**config.mk**
```make
export PLATFORM = sky130hd
export DESIGN_NAME = store_buffer
export DESIGN_NICKNAME = d
export VERILOG_FILES = /design/src/rtl/store_buffer.sv
export SDC_FILE = /design/constraint.sdc
export NUM_CORES = 1
export LEC_CHECK = 0
export BUFFER_PORTS_ARGS = -buffer_cell sky130_fd_sc_hd__clkbuf_2
export CAP_MARGIN = 20
export CORE_UTILIZATION = 45
export DETAILED_ROUTE_END_ITERATION = 7
export SYNTH_ARGS = -nofsm -noshare
export SYNTH_HDL_FRONTEND = slang
export SYNTH_SLANG_ARGS = --single-unit
```
**constraint.sdc**
```tcl
create_clock -name clk_i -period 10.89 [get_ports clk_i]
set_input_delay 1.089 -clock clk_i [delete_from_list [all_inputs] [get_ports clk_i]]
set_output_delay 1.089 -clock clk_i [all_outputs]
set_load 0.01 [all_outputs]
```
**src/rtl/store_buffer.sv**
```systemverilog
// In-order store buffer ahead of the data-cache bank write port.
// Merges same-word stores into the youngest entry and forwards buffered bytes to loads.
module store_buffer #(
  parameter int unsigned ADDR_WIDTH = 32,
  parameter int unsigned DEPTH      = 4
) (
  input  logic                  clk_i,
  input  logic                  rst_i,
  input  logic                  push_i,
  input  logic [ADDR_WIDTH-1:0] push_address_i,
  input  logic [31:0]           push_data_i,
  input  logic [3:0]            push_byte_i,
  output logic                  push_ready_o,
  output logic                  write_o,
  output logic [ADDR_WIDTH-1:0] write_address_o,
  output logic [31:0]           write_data_o,
  output logic [3:0]            byte_write_o,
  input  logic                  write_grant_i,
  input  logic [ADDR_WIDTH-1:0] fwd_address_i,
  output logic                  fwd_hit_o,
  output logic [31:0]           fwd_data_o,
  output logic [3:0]            fwd_byte_o,
  output logic                  empty_o,
  output logic                  full_o
);

  localparam int unsigned PTR_W  = $clog2(DEPTH);
  localparam int unsigned CNT_W  = PTR_W + 1;
  localparam int unsigned LANES  = 4;

  logic [ADDR_WIDTH-1:0] r_addr [DEPTH];
  logic [31:0]           r_data [DEPTH];
  logic [LANES-1:0]      r_mask [DEPTH];
  logic [DEPTH-1:0]      r_valid;
  logic [PTR_W-1:0]      r_head;
  logic [PTR_W-1:0]      r_tail;
  logic [CNT_W-1:0]      r_count;

  logic [PTR_W-1:0]      w_young;
  logic                  w_empty;
  logic                  w_full;
  logic                  w_pop;
  logic                  w_merge_ok;
  logic                  w_merge;
  logic                  w_alloc;
  logic [PTR_W-1:0]      w_idx;
  logic                  w_fwd_hit;
  logic [31:0]           w_fwd_data;
  logic [LANES-1:0]      w_fwd_byte;

  assign w_young = r_tail - PTR_W'(1);
  assign w_empty = (r_count == '0);
  assign w_full  = (r_count == CNT_W'(DEPTH));
  assign w_pop   = !w_empty && write_grant_i;

  // Merging into an entry that is leaving this cycle would lose the new bytes.
  assign w_merge_ok = !w_empty && (push_address_i == r_addr[w_young])
                      && !((w_young == r_head) && w_pop);
  assign w_merge    = push_i && w_merge_ok;
  assign w_alloc    = push_i && !w_merge_ok && !w_full;

  assign push_ready_o    = w_merge_ok || !w_full;
  assign write_o         = !w_empty;
  assign write_address_o = r_addr[r_head];
  assign write_data_o    = r_data[r_head];
  assign byte_write_o    = r_mask[r_head];
  assign empty_o         = w_empty;
  assign full_o          = w_full;
  assign fwd_hit_o       = w_fwd_hit;
  assign fwd_data_o      = w_fwd_data;
  assign fwd_byte_o      = w_fwd_byte;

  // Walk oldest to youngest so younger matching lanes overwrite older ones.
  always_comb begin
    w_idx      = r_head;
    w_fwd_hit  = 1'b0;
    w_fwd_data = '0;
    w_fwd_byte = '0;
    for (int k = 0; k < DEPTH; k++) begin
      w_idx = r_head + PTR_W'(k);
      if (r_valid[w_idx] && (r_addr[w_idx] == fwd_address_i)) begin
        w_fwd_hit  = 1'b1;
        w_fwd_byte = w_fwd_byte | r_mask[w_idx];
        for (int b = 0; b < LANES; b++) begin
          if (r_mask[w_idx][b]) begin
            w_fwd_data[8*b +: 8] = r_data[w_idx][8*b +: 8];
          end
        end
      end
    end
  end

  always_ff @(posedge clk_i) begin
    if (rst_i) begin
      r_head  <= '0;
      r_tail  <= '0;
      r_count <= '0;
      r_valid <= '0;
    end else begin
      if (w_pop) begin
        r_valid[r_head] <= 1'b0;
        r_head          <= r_head + PTR_W'(1);
      end
      if (w_merge) begin
        for (int b = 0; b < LANES; b++) begin
          if (push_byte_i[b]) begin
            r_data[w_young][8*b +: 8] <= push_data_i[8*b +: 8];
          end
        end
        r_mask[w_young] <= r_mask[w_young] | push_byte_i;
      end else if (w_alloc) begin
        r_addr[r_tail]  <= push_address_i;
        r_data[r_tail]  <= push_data_i;
        r_mask[r_tail]  <= push_byte_i;
        r_valid[r_tail] <= 1'b1;
        r_tail          <= r_tail + PTR_W'(1);
      end
      r_count <= r_count + CNT_W'(w_alloc) - CNT_W'(w_pop);
    end
  end

endmodule

```
==> results of run 1 <==
cell usage in the layout, fill, tap and decap left out, types with 12 or more instances in the layout:
cell type / synthesis / layout
edfxtp_1: 272 / 272
clkbuf_2: 1 / 212
mux2i_1: 171 / 171
mux4_2: 161 / 161
xnor2_1: 122 / 122
nand2_1: 71 / 71
nor2_1: 69 / 69
mux2_2: 53 / 53
o211ai_1: 52 / 52
nand4_1: 49 / 49
o21ai_0: 40 / 40
or4_1: 35 / 35
clkbuf_16: 0 / 35
xor2_1: 32 / 32
a21oi_1: 29 / 28
inv_1: 25 / 25
a22o_1: 25 / 25
o22ai_1: 22 / 22
o21ba_2: 18 / 18
nor3_1: 15 / 15
buf_4: 7 / 15
nand3_1: 12 / 12
registers in the layout (all words and copies together) (netlist names), named ones only:
signal	count
r_addr	128
r_head	2
r_valid	4
r_data	128
r_count	3
r_tail	2
r_mask	16
power by group:
group | internal, mW | switching (mW) | total [mW]
Sequential | 1.30 | 0.158 | 1.46
Clock | 0.619 | 0.473 | 1.09
Combinational | 0.996 | 1.29 | 2.29
cells by family after synthesis:
group	after synthesis
muxes	389
and+or+nand+nor	318
DFF	285
AOI/OAI and AO/OA	277
buffers and inverters	173
xor gates and xnor gates	154
adders and majority gates	11
per-layer routing:
layer,wire [um],global-route usage,part of all wire
met5,0,0,0
met4,2000,0.0969,0.030
met3,5430,0.0502,0.081
met2,31400,0.447,0.47
met1,27900,0.391,0.42
layout make-up:
class                           instances  area share
Multi-Input combinational cell       1149       0.497
Sequential cell                       285       0.366
Timing Repair Buffer                  230      0.0535
Clock buffer                           39      0.0386
Tap cell                              600      0.0325
Clock inverter                         23     0.00743
Inverter                               27     0.00439
Antenna cell                            6    0.000651
worst paths after layout:
kind	startpoint	end	slack, ns	depth (start not counted)
worst max-delay path	r_head[1]$_SDFFE_PP0P_	fwd_data_o[8]	3.22	11
worst min-delay path	r_valid[0]$_SDFF_PP0_	r_valid[0]$_SDFF_PP0_	0.56	1
worst max register to register	r_tail[0]$_SDFFE_PP0P_	r_data[2][15]$_DFFE_PP_	4.80	12
worst min register to register	r_valid[0]$_SDFF_PP0_	r_valid[0]$_SDFF_PP0_	0.56	1
critical path, stage by stage (launching register included):
cell and delay, ns:
dfxtp_4 0.70, inv_1 0.45, ha_4 0.97, inv_2 0.61, mux2_2 0.46, xor2_1 0.25, nand4_1 0.26, or4_1 0.82
a2111oi_4 0.83, o21ba_2 0.26, a22o_1 0.21, clkbuf_2 0.13
==> flow_summary.yaml, run 1 <==
synth:
  synth-seq-area-share: 0.406
  synth_area_leaders: "edfxtp_1, mux4_2, mux2i_1, xnor2_1, mux2_2"
  postSynthAreaPerCell_sq_um: 12.9
  synth_xor_area_frac: 0.0650
  syn_nets: 1722
  synthAdderAreaFrac: 0.00700
  synth-main-ff-cell: "edfxtp_1"
  ys_types: 81
  ys_warn_count: 0
  synth-simple-area-share: 0.0879
  synth-compound-area-share: 0.102
  synth_common_cells: "edfxtp_1, mux2i_1, mux4_2"
  synth_mux_area_frac: 0.289
  synth-async-reset-ratio: 0
  synthesis.area_sq_mm: 0.0207
  synth_top_area_frac: 0.394
  synth_cells: 1607
  yosysMostFrequentCell: "edfxtp_1"
  synth_top_family_by_area: "multiplexers"
  synth_top_cell_by_area: "edfxtp_1"
  synth_seq_cells: 285
  synth_edf_count: 272
finish:
  multi_input_area_sq_mm: 0.0115
  drive_gt1_frac: 0.314
  final_core_util: 0.508
  design_area_sq_mm: 0.0231
  fin_nets: 1843
  area_delta_synth_final_pct: 11.3
  ff_latch_area_sq_mm: 0.00845
  fillers: 3923
  stdcell_count: 2359
place:
  portBuffers: 212
  placed_cell_area_sq_mm: 0.0220
  place_inst: 2290
  place_ws_ns: 3.90
  dpl.hpwl_um: 46800
  gp_congestion: 0.953
route:
  drc_errors: 0
  ant_nets: 0
  drt_wl_total_um: 66800
  vias_per_cell: 6.63
  firstDrtPassIters: 7
  drt_iter0_markers: 1522
  detail_route.wl_per_cell_um: 28.3
  routed-via-count: 15700
sta:
  setup_viol: 0
  post-route-period-util: 0.704
  holdWs_ns: 0.556
  setup_tns_ns: 0
  timing.final.hold_violations: 0
  report.final.slew_viol_count: 0
  finClkSkew_ns: 0.0263
  worstMarginPinSlew_ns: 1.16
  timing.fmax_mhz: 130
  max-slew-margin-rel: 0.229
  worst_slack_ns: 3.22
  rsz0062_at_grt: "no"
  finalCriticalPeriod_ns: 7.67
clock_tree:
  clockBufferDepth: 3
  clkTransAtPathRegs_ns: 0.06
  cts_hold_buf: 0
  insertion_delay_ns: 0.55
  cts_setup_buffers: 0
  cts_sinks: 285
  tritoncts: "yes"
  cts-buffers-inserted: 35
  cts_resized: 0
  h-tree-depth: 2
  cts_root_buf: "clkbuf_16"
hold_path:
  hold_class: "reg -> reg"
global_routing:
  grt_pass1_vias: 15200
  grt_max_degree: 147
  overflow: 0
  grt_usage: 0.282
  grt_pass1_wl_um: 99100
  antenna_found_initial: 5
critical_path:
  cp-start-kind: "flop"
  cp-end-kind: "output pin"
  worstPathRequired_ns: 9.80
  cp.arrival_ns: 6.58
  crit_type: "reg -> out"
  crit_fanout: 69
power:
  power.leakage_nw: 7.38
  vdd.ir_drop.worst_mv: 0.184
  finalPower_mw: 4.84
  pwr_density_cell_mw_per_mm2: 210
floorplanning:
  num_rows: 78
  core_area_sq_mm: 0.0454
  die_y_um: 217
  io_pins: 213
  die_x_um: 217
  start_util: 0.457
  fp.dieArea_sq_mm: 0.0469
flow_run:
  maxCapViolCount: 0
outcome:
  status: "finished, final reports clean"
(Power assumes the default switching activity.)
==> inputs of run 2 (changes only) <==
- clock period: 10.89 -> 7.2 ns (I/O delays scaled with it)
==> run 2 against run 1 <==
  * Sequential cell count unchanged
  * Clock skew about the same
  * Global-route usage decreased by 0.34 points
  * Hold slack got worse by 0.18 ns
  * Design area increased by 0.59%
  * Non-clock buffer count increased by 14
  * Die area unchanged
  * Wire length decreased by 0.98%
  * Cell count increased by 0.38%
  * Clock power increased by 53%
  * Critical path type unchanged
  * Critical endpoint is now fwd_data_o[3]
  * Highest routed layer is now met5
==> flow_summary.yaml, run 2 (synthesized netlist as in run 1, its figures left out) <==
place:
  placed_cell_area_sq_mm: 0.0220
  dpl.hpwl_um: 47200
  gp_congestion: 0.954
  portBuffers: 212
  place_ws_ns: 1.40
sta:
  report.final.slew_viol_count: 0
  post-route-period-util: 0.884
  max-slew-margin-rel: 0.295
  rsz0062_at_grt: "no"
  setup_tns_ns: 0
  holdWs_ns: 0.374
  worstMarginPinSlew_ns: 1.06
  setup_viol: 0
  timing.final.hold_violations: 0
  timing.fmax_mhz: 157
  finClkSkew_ns: 0.0259
  finalCriticalPeriod_ns: 6.37
  worst_slack_ns: 0.834
route:
  detail_route.wl_per_cell_um: 27.9
  routed-via-count: 15400
  vias_per_cell: 6.51
  drc_errors: 0
  drt_wl_total_um: 66100
  firstDrtPassIters: 5
  ant_nets: 0
  drt_iter0_markers: 1557
power:
  finalPower_mw: 7.36
  pwr_density_cell_mw_per_mm2: 317
  vdd.ir_drop.worst_mv: 0.219
  power.leakage_nw: 7.46
critical_path:
  r2r-end: "r_data[1][25]$_DFFE_PP_"
  worstPathRequired_ns: 6.48
  rr_worst_depth: 12
  crit_chain: "inv_1 -> ha_4 -> inv_2 -> buf_4 -> mux2i_1 -> xnor2_1 -> nand3_1 -> or4_1 -> buf_4 -> nor4b_2 -> o211ai_1 -> a22o_1 -> clkbuf_2"
  critical_path.endpoint: "fwd_data_o[3]"
  worst_r2r_startpoint: "r_tail[0]$_SDFFE_PP0P_"
  cp_num_buf_inv: 5
  cp.arrival_ns: 5.65
  crit_type: "reg -> out"
  slowest_delay_ns: 0.81
  cp-end-kind: "output pin"
  cp.depth: 13
  cp-start-kind: "flop"
  critical_path.most_common_cell: "buf_4"
  rrSetupSlack_ns: 1.47
  slowest_stage: "or4_1"
  startpoint: "r_head[1]$_SDFFE_PP0P_"
  crit_family: "simple AND/OR/NAND/NOR gates"
  crit_fanout: 30
floorplanning:
  fp.dieArea_sq_mm: 0.0469
  io_pins: 213
  start_util: 0.457
  die_y_um: 217
  num_rows: 78
  die_x_um: 217
  core_area_sq_mm: 0.0454
global_routing:
  grt_pass1_vias: 15000
  overflow: 0
  antenna_found_initial: 6
  grt_pass1_wl_um: 97300
  grt_usage: 0.279
  grt_max_degree: 101
flow_run:
  maxCapViolCount: 0
clock_tree:
  cts_root_buf: "clkbuf_16"
  cts_sinks: 285
  cts_resized: 0
  h-tree-depth: 2
  cts-buffers-inserted: 34
  clkTransAtPathRegs_ns: 0.07
  insertion_delay_ns: 0.56
  cts_hold_buf: 0
  cts_setup_buffers: 0
  tritoncts: "yes"
  clockBufferDepth: 3
finish:
  final_common_cell: "edfxtp_1"
  reg.largest.list: "r_addr: 128 flops, r_data: 128 flops, r_mask: 16 flops"
  design_area_sq_mm: 0.0232
  ff_latch_area_sq_mm: 0.00845
  area_delta_synth_final_pct: 11.9
  drive_gt1_frac: 0.319
  fin_nets: 1856
  final_cell_mix: "edfxtp_1, clkbuf_2, mux2i_1"
  multi_input_area_sq_mm: 0.0115
  fillers: 3964
hold_path:
  min_path_cells: 1
  hold_class: "in -> reg"
outcome:
  status: "finished, final reports clean"
run 2: cell count changes in the layout (fill, tap and decap cells not counted), sizes merged:
cell / before / now
buf: 18 / 31
bufinv: 1 / 2
clkbuf: 251 / 252
clkinv: 19 / 12
diode: 6 / 4
inv: 28 / 31
run 2: layer usage:
metal | up-vias | share of wire | global-route usage
li1 | 6729 | - | -
met1 | 7805 | 0.42 | 0.382
met2 | 759 | 0.46 | 0.438
met3 | 122 | 0.089 | 0.0602
met4 | 8 | 0.031 | 0.0977
met5 | - | 0.00064 | 0
run 2: worst register-to-register path, delay by kind of cell, from the launching register on:
family          cells  cell delay, ns
compound gates      1            0.52
xor+xnor            1            0.48
fa+ha+maj           1            0.95
buf+inv             3            0.75
flops               1            0.45
mux                 2            0.66
simple gates        4            1.51
run 2: power by group:
group	leakage [nW]	internal (mW)	switching [mW]
clock	0.515	0.969	0.704
combinational	4.37	1.53	2.02
sequential	2.57	1.97	0.166
total	7.46	4.47	2.89
run 2: layout make-up:
type                            count  area share
Inverter                           27     0.00437
Tap cell                          600      0.0323
Clock buffer                       39      0.0384
Clock inverter                     20     0.00765
Multi-Input combinational cell   1149       0.494
Antenna cell                        4    0.000431
Sequential cell                   285       0.364
Timing Repair Buffer              244      0.0590
run 2: stage by stage:
step	utilization	instances
final	0.511	2368
after detailed placement	0.486	2300
after CTS	0.509	2359
after floorplan	-	1607
after global routing	0.511	2366
after global placement	0.486	2300
run 2: how the worst min path moves through the flow:
stage                          start  slack (ns)                       to
2_1_floorplan  r_valid[0]$_SDFF_PP0_        0.49    r_valid[0]$_SDFF_PP0_
3_3_place_gp   r_valid[0]$_SDFF_PP0_        0.53    r_valid[0]$_SDFF_PP0_
3_5_place_dp   r_valid[3]$_SDFF_PP0_        0.54    r_valid[3]$_SDFF_PP0_
4_1_cts              push_data_i[16]        0.35  r_data[1][16]$_DFFE_PP_
5_1_grt              push_data_i[16]        0.36  r_data[3][16]$_DFFE_PP_
6_report             push_data_i[16]        0.37  r_data[2][16]$_DFFE_PP_
==> inputs of run 3 (changes only) <==
- CORE_MARGIN: not set -> 2
- REMOVE_ABC_BUFFERS: not set -> 1
==> run 3 against run 2 <==
  * Setup slack improved by 0.095 ns
  * Cell count decreased by 0.30%
  * Global-route usage down 0.53 points
  * Die area rose by 1.9%
  * Sequential cell count unchanged
  * Core utilization decreased by 0.39 points
==> flow_summary.yaml, run 3 (synthesized netlist as in run 1, its figures left out) <==
sta:
  finClkSkew_ns: 0.0170
  setup_viol: 0
  finalCriticalPeriod_ns: 6.27
  timing.fmax_mhz: 159
  report.final.slew_viol_count: 0
  rsz0062_at_grt: "no"
  worstMarginPinSlew_ns: 1.15
  max-slew-margin-rel: 0.233
  post-route-period-util: 0.871
  timing.final.hold_violations: 0
  holdWs_ns: 0.343
critical_path:
  crit_type: "reg -> out"
  rr_worst_depth: 11
  r2r-end: "r_data[0][19]$_DFFE_PP_"
  cp-start-kind: "flop"
  rrSetupSlack_ns: 1.83
  critical_path.most_common_cell: "buf_4"
  worstPathRequired_ns: 6.48
  cp-end-kind: "output pin"
  slowest_stage: "buf_4"
  slowest_delay_ns: 0.83
  cp.arrival_ns: 5.55
  crit_chain: "buf_12 -> buf_4 -> buf_4 -> mux2_2 -> nor2_1 -> a21oi_1 -> nor4b_4 -> o211a_1 -> o22ai_1 -> clkbuf_2"
  crit_fanout: 139
  worst_r2r_startpoint: "r_tail[1]$_SDFFE_PP0P_"
route:
  drc_errors: 0
  firstDrtPassIters: 8
  drt_iter0_markers: 1551
  drt_wl_total_um: 66200
  vias_per_cell: 6.52
  ant_nets: 0
  routed-via-count: 15400
  detail_route.wl_per_cell_um: 28.0
finish:
  fillers: 4024
  stdcell_count: 2361
  ff_latch_area_sq_mm: 0.00845
  final_common_cell: "edfxtp_1"
  final_cell_mix: "edfxtp_1, clkbuf_2, mux2i_1"
  reg.largest.list: "r_addr: 128 flops, r_data: 128 flops, r_mask: 16 flops"
  fin_nets: 1848
  multi_input_area_sq_mm: 0.0115
  area_delta_synth_final_pct: 11.3
  drive_gt1_frac: 0.319
floorplanning:
  core_area_sq_mm: 0.0455
  num_rows: 78
  die_x_um: 219
  start_util: 0.456
  io_pins: 213
  die_y_um: 219
  fp.dieArea_sq_mm: 0.0478
outcome:
  status: "finished, final reports clean"
place:
  portBuffers: 212
  place_inst: 2300
  gp_congestion: 0.970
  dpl.hpwl_um: 46900
power:
  vdd.ir_drop.worst_mv: 0.218
  power_frac_comb: 0.483
  swShare: 0.389
  power.internal_mw: 4.44
  p_sw_mw: 2.83
  pwr_density_cell_mw_per_mm2: 315
  power.leakage_nw: 7.41
  power_frac_seq: 0.296
  p_clk_frac: 0.221
clock_tree:
  clockBufferDepth: 3
  cts_hold_buf: 0
  cts_setup_buffers: 0
  cts-buffers-inserted: 31
  insertion_delay_ns: 0.59
  cts_root_buf: "clkbuf_16"
  cts_sinks: 285
  tritoncts: "yes"
  h-tree-depth: 1
  clkTransAtPathRegs_ns: 0.06
  cts_resized: 0
hold_path:
  hold_class: "in -> reg"
  holdCritStartpoint: "push_data_i[20]"
  min_path_cells: 1
  hold_end: "r_data[0][20]$_DFFE_PP_"
global_routing:
  grt_pass1_wl_um: 97600
  grt_max_degree: 140
  grt_pass1_vias: 15000
  antenna_found_initial: 4
  grt_usage: 0.274
  overflow: 0
flow_run:
  maxCapViolCount: 0
[run 3: how the worst max path moves through the flow]
stage	startpoint	end	slack, ns	depth (start not counted)
6_report	r_head[0]$_SDFFE_PP0P_	fwd_data_o[24]	0.93	10
5_1_grt	r_head[0]$_SDFFE_PP0P_	fwd_data_o[24]	0.52	10
4_1_cts	r_head[0]$_SDFFE_PP0P_	fwd_data_o[20]	0.92	9
3_5_place_dp	r_head[1]$_SDFFE_PP0P_	fwd_data_o[3]	1.57	12
3_3_place_gp	r_head[1]$_SDFFE_PP0P_	fwd_data_o[20]	1.59	12
2_1_floorplan	r_head[0]$_SDFFE_PP0P_	fwd_data_o[15]	-8.86	10
[run 3: layout make-up]
| type | instances | share of cell area |
|---|---|---|
| Antenna cell | 4 | 0.000434 |
| Clock buffer | 40 | 0.0369 |
| Inverter | 27 | 0.00439 |
| Multi-Input combinational cell | 1149 | 0.497 |
| Tap cell | 600 | 0.0325 |
| Clock inverter | 17 | 0.00797 |
| Timing Repair Buffer | 239 | 0.0553 |
| Sequential cell | 285 | 0.366 |
[run 3: power groups by stage]
stage / registers (mW) / logic (mW) / clock network, mW
final: 2.15 / 3.51 / 1.61
after detailed placement: 2.19 / 3.49 / 0
after global placement: 2.18 / 3.47 / 0
after global routing: 2.17 / 3.74 / 1.70
after floorplan: 2.38 / 2.64 / 0
after CTS: 2.15 / 3.50 / 1.64
[run 3: metrics by stage]
stage               setup TNS, ns  power [mW]  area, sq um   util  setup slack [ns]
finish                          0        7.26        23100  0.508             0.929
global route                    0        7.61        23100  0.508             0.521
CTS                             0        7.28        23100  0.507             0.922
detailed placement              0        5.67        22000  0.485              1.57
global placement                0        5.65        22000  0.485              1.59
floorplan                -1288.84        5.02        20000      -             -8.86
[run 3: critical path, delay by kind of cell, from the launching register on]
kind | cells | cell delay, ns
buf+inv | 4 | 2.31
compound gates | 3 | 1.10
simple gates | 2 | 0.72
flops | 1 | 0.36
mux | 1 | 0.33
[run 3: per-layer routing]
layer / part of all wire / vias up / track usage
met4: 0.026 / 0 / 0.0840
li1: - / 6728 / -
met3: 0.064 / 89 / 0.0338
met1: 0.42 / 7920 / 0.380
met2: 0.49 / 665 / 0.450
met5: 0 / - / 0
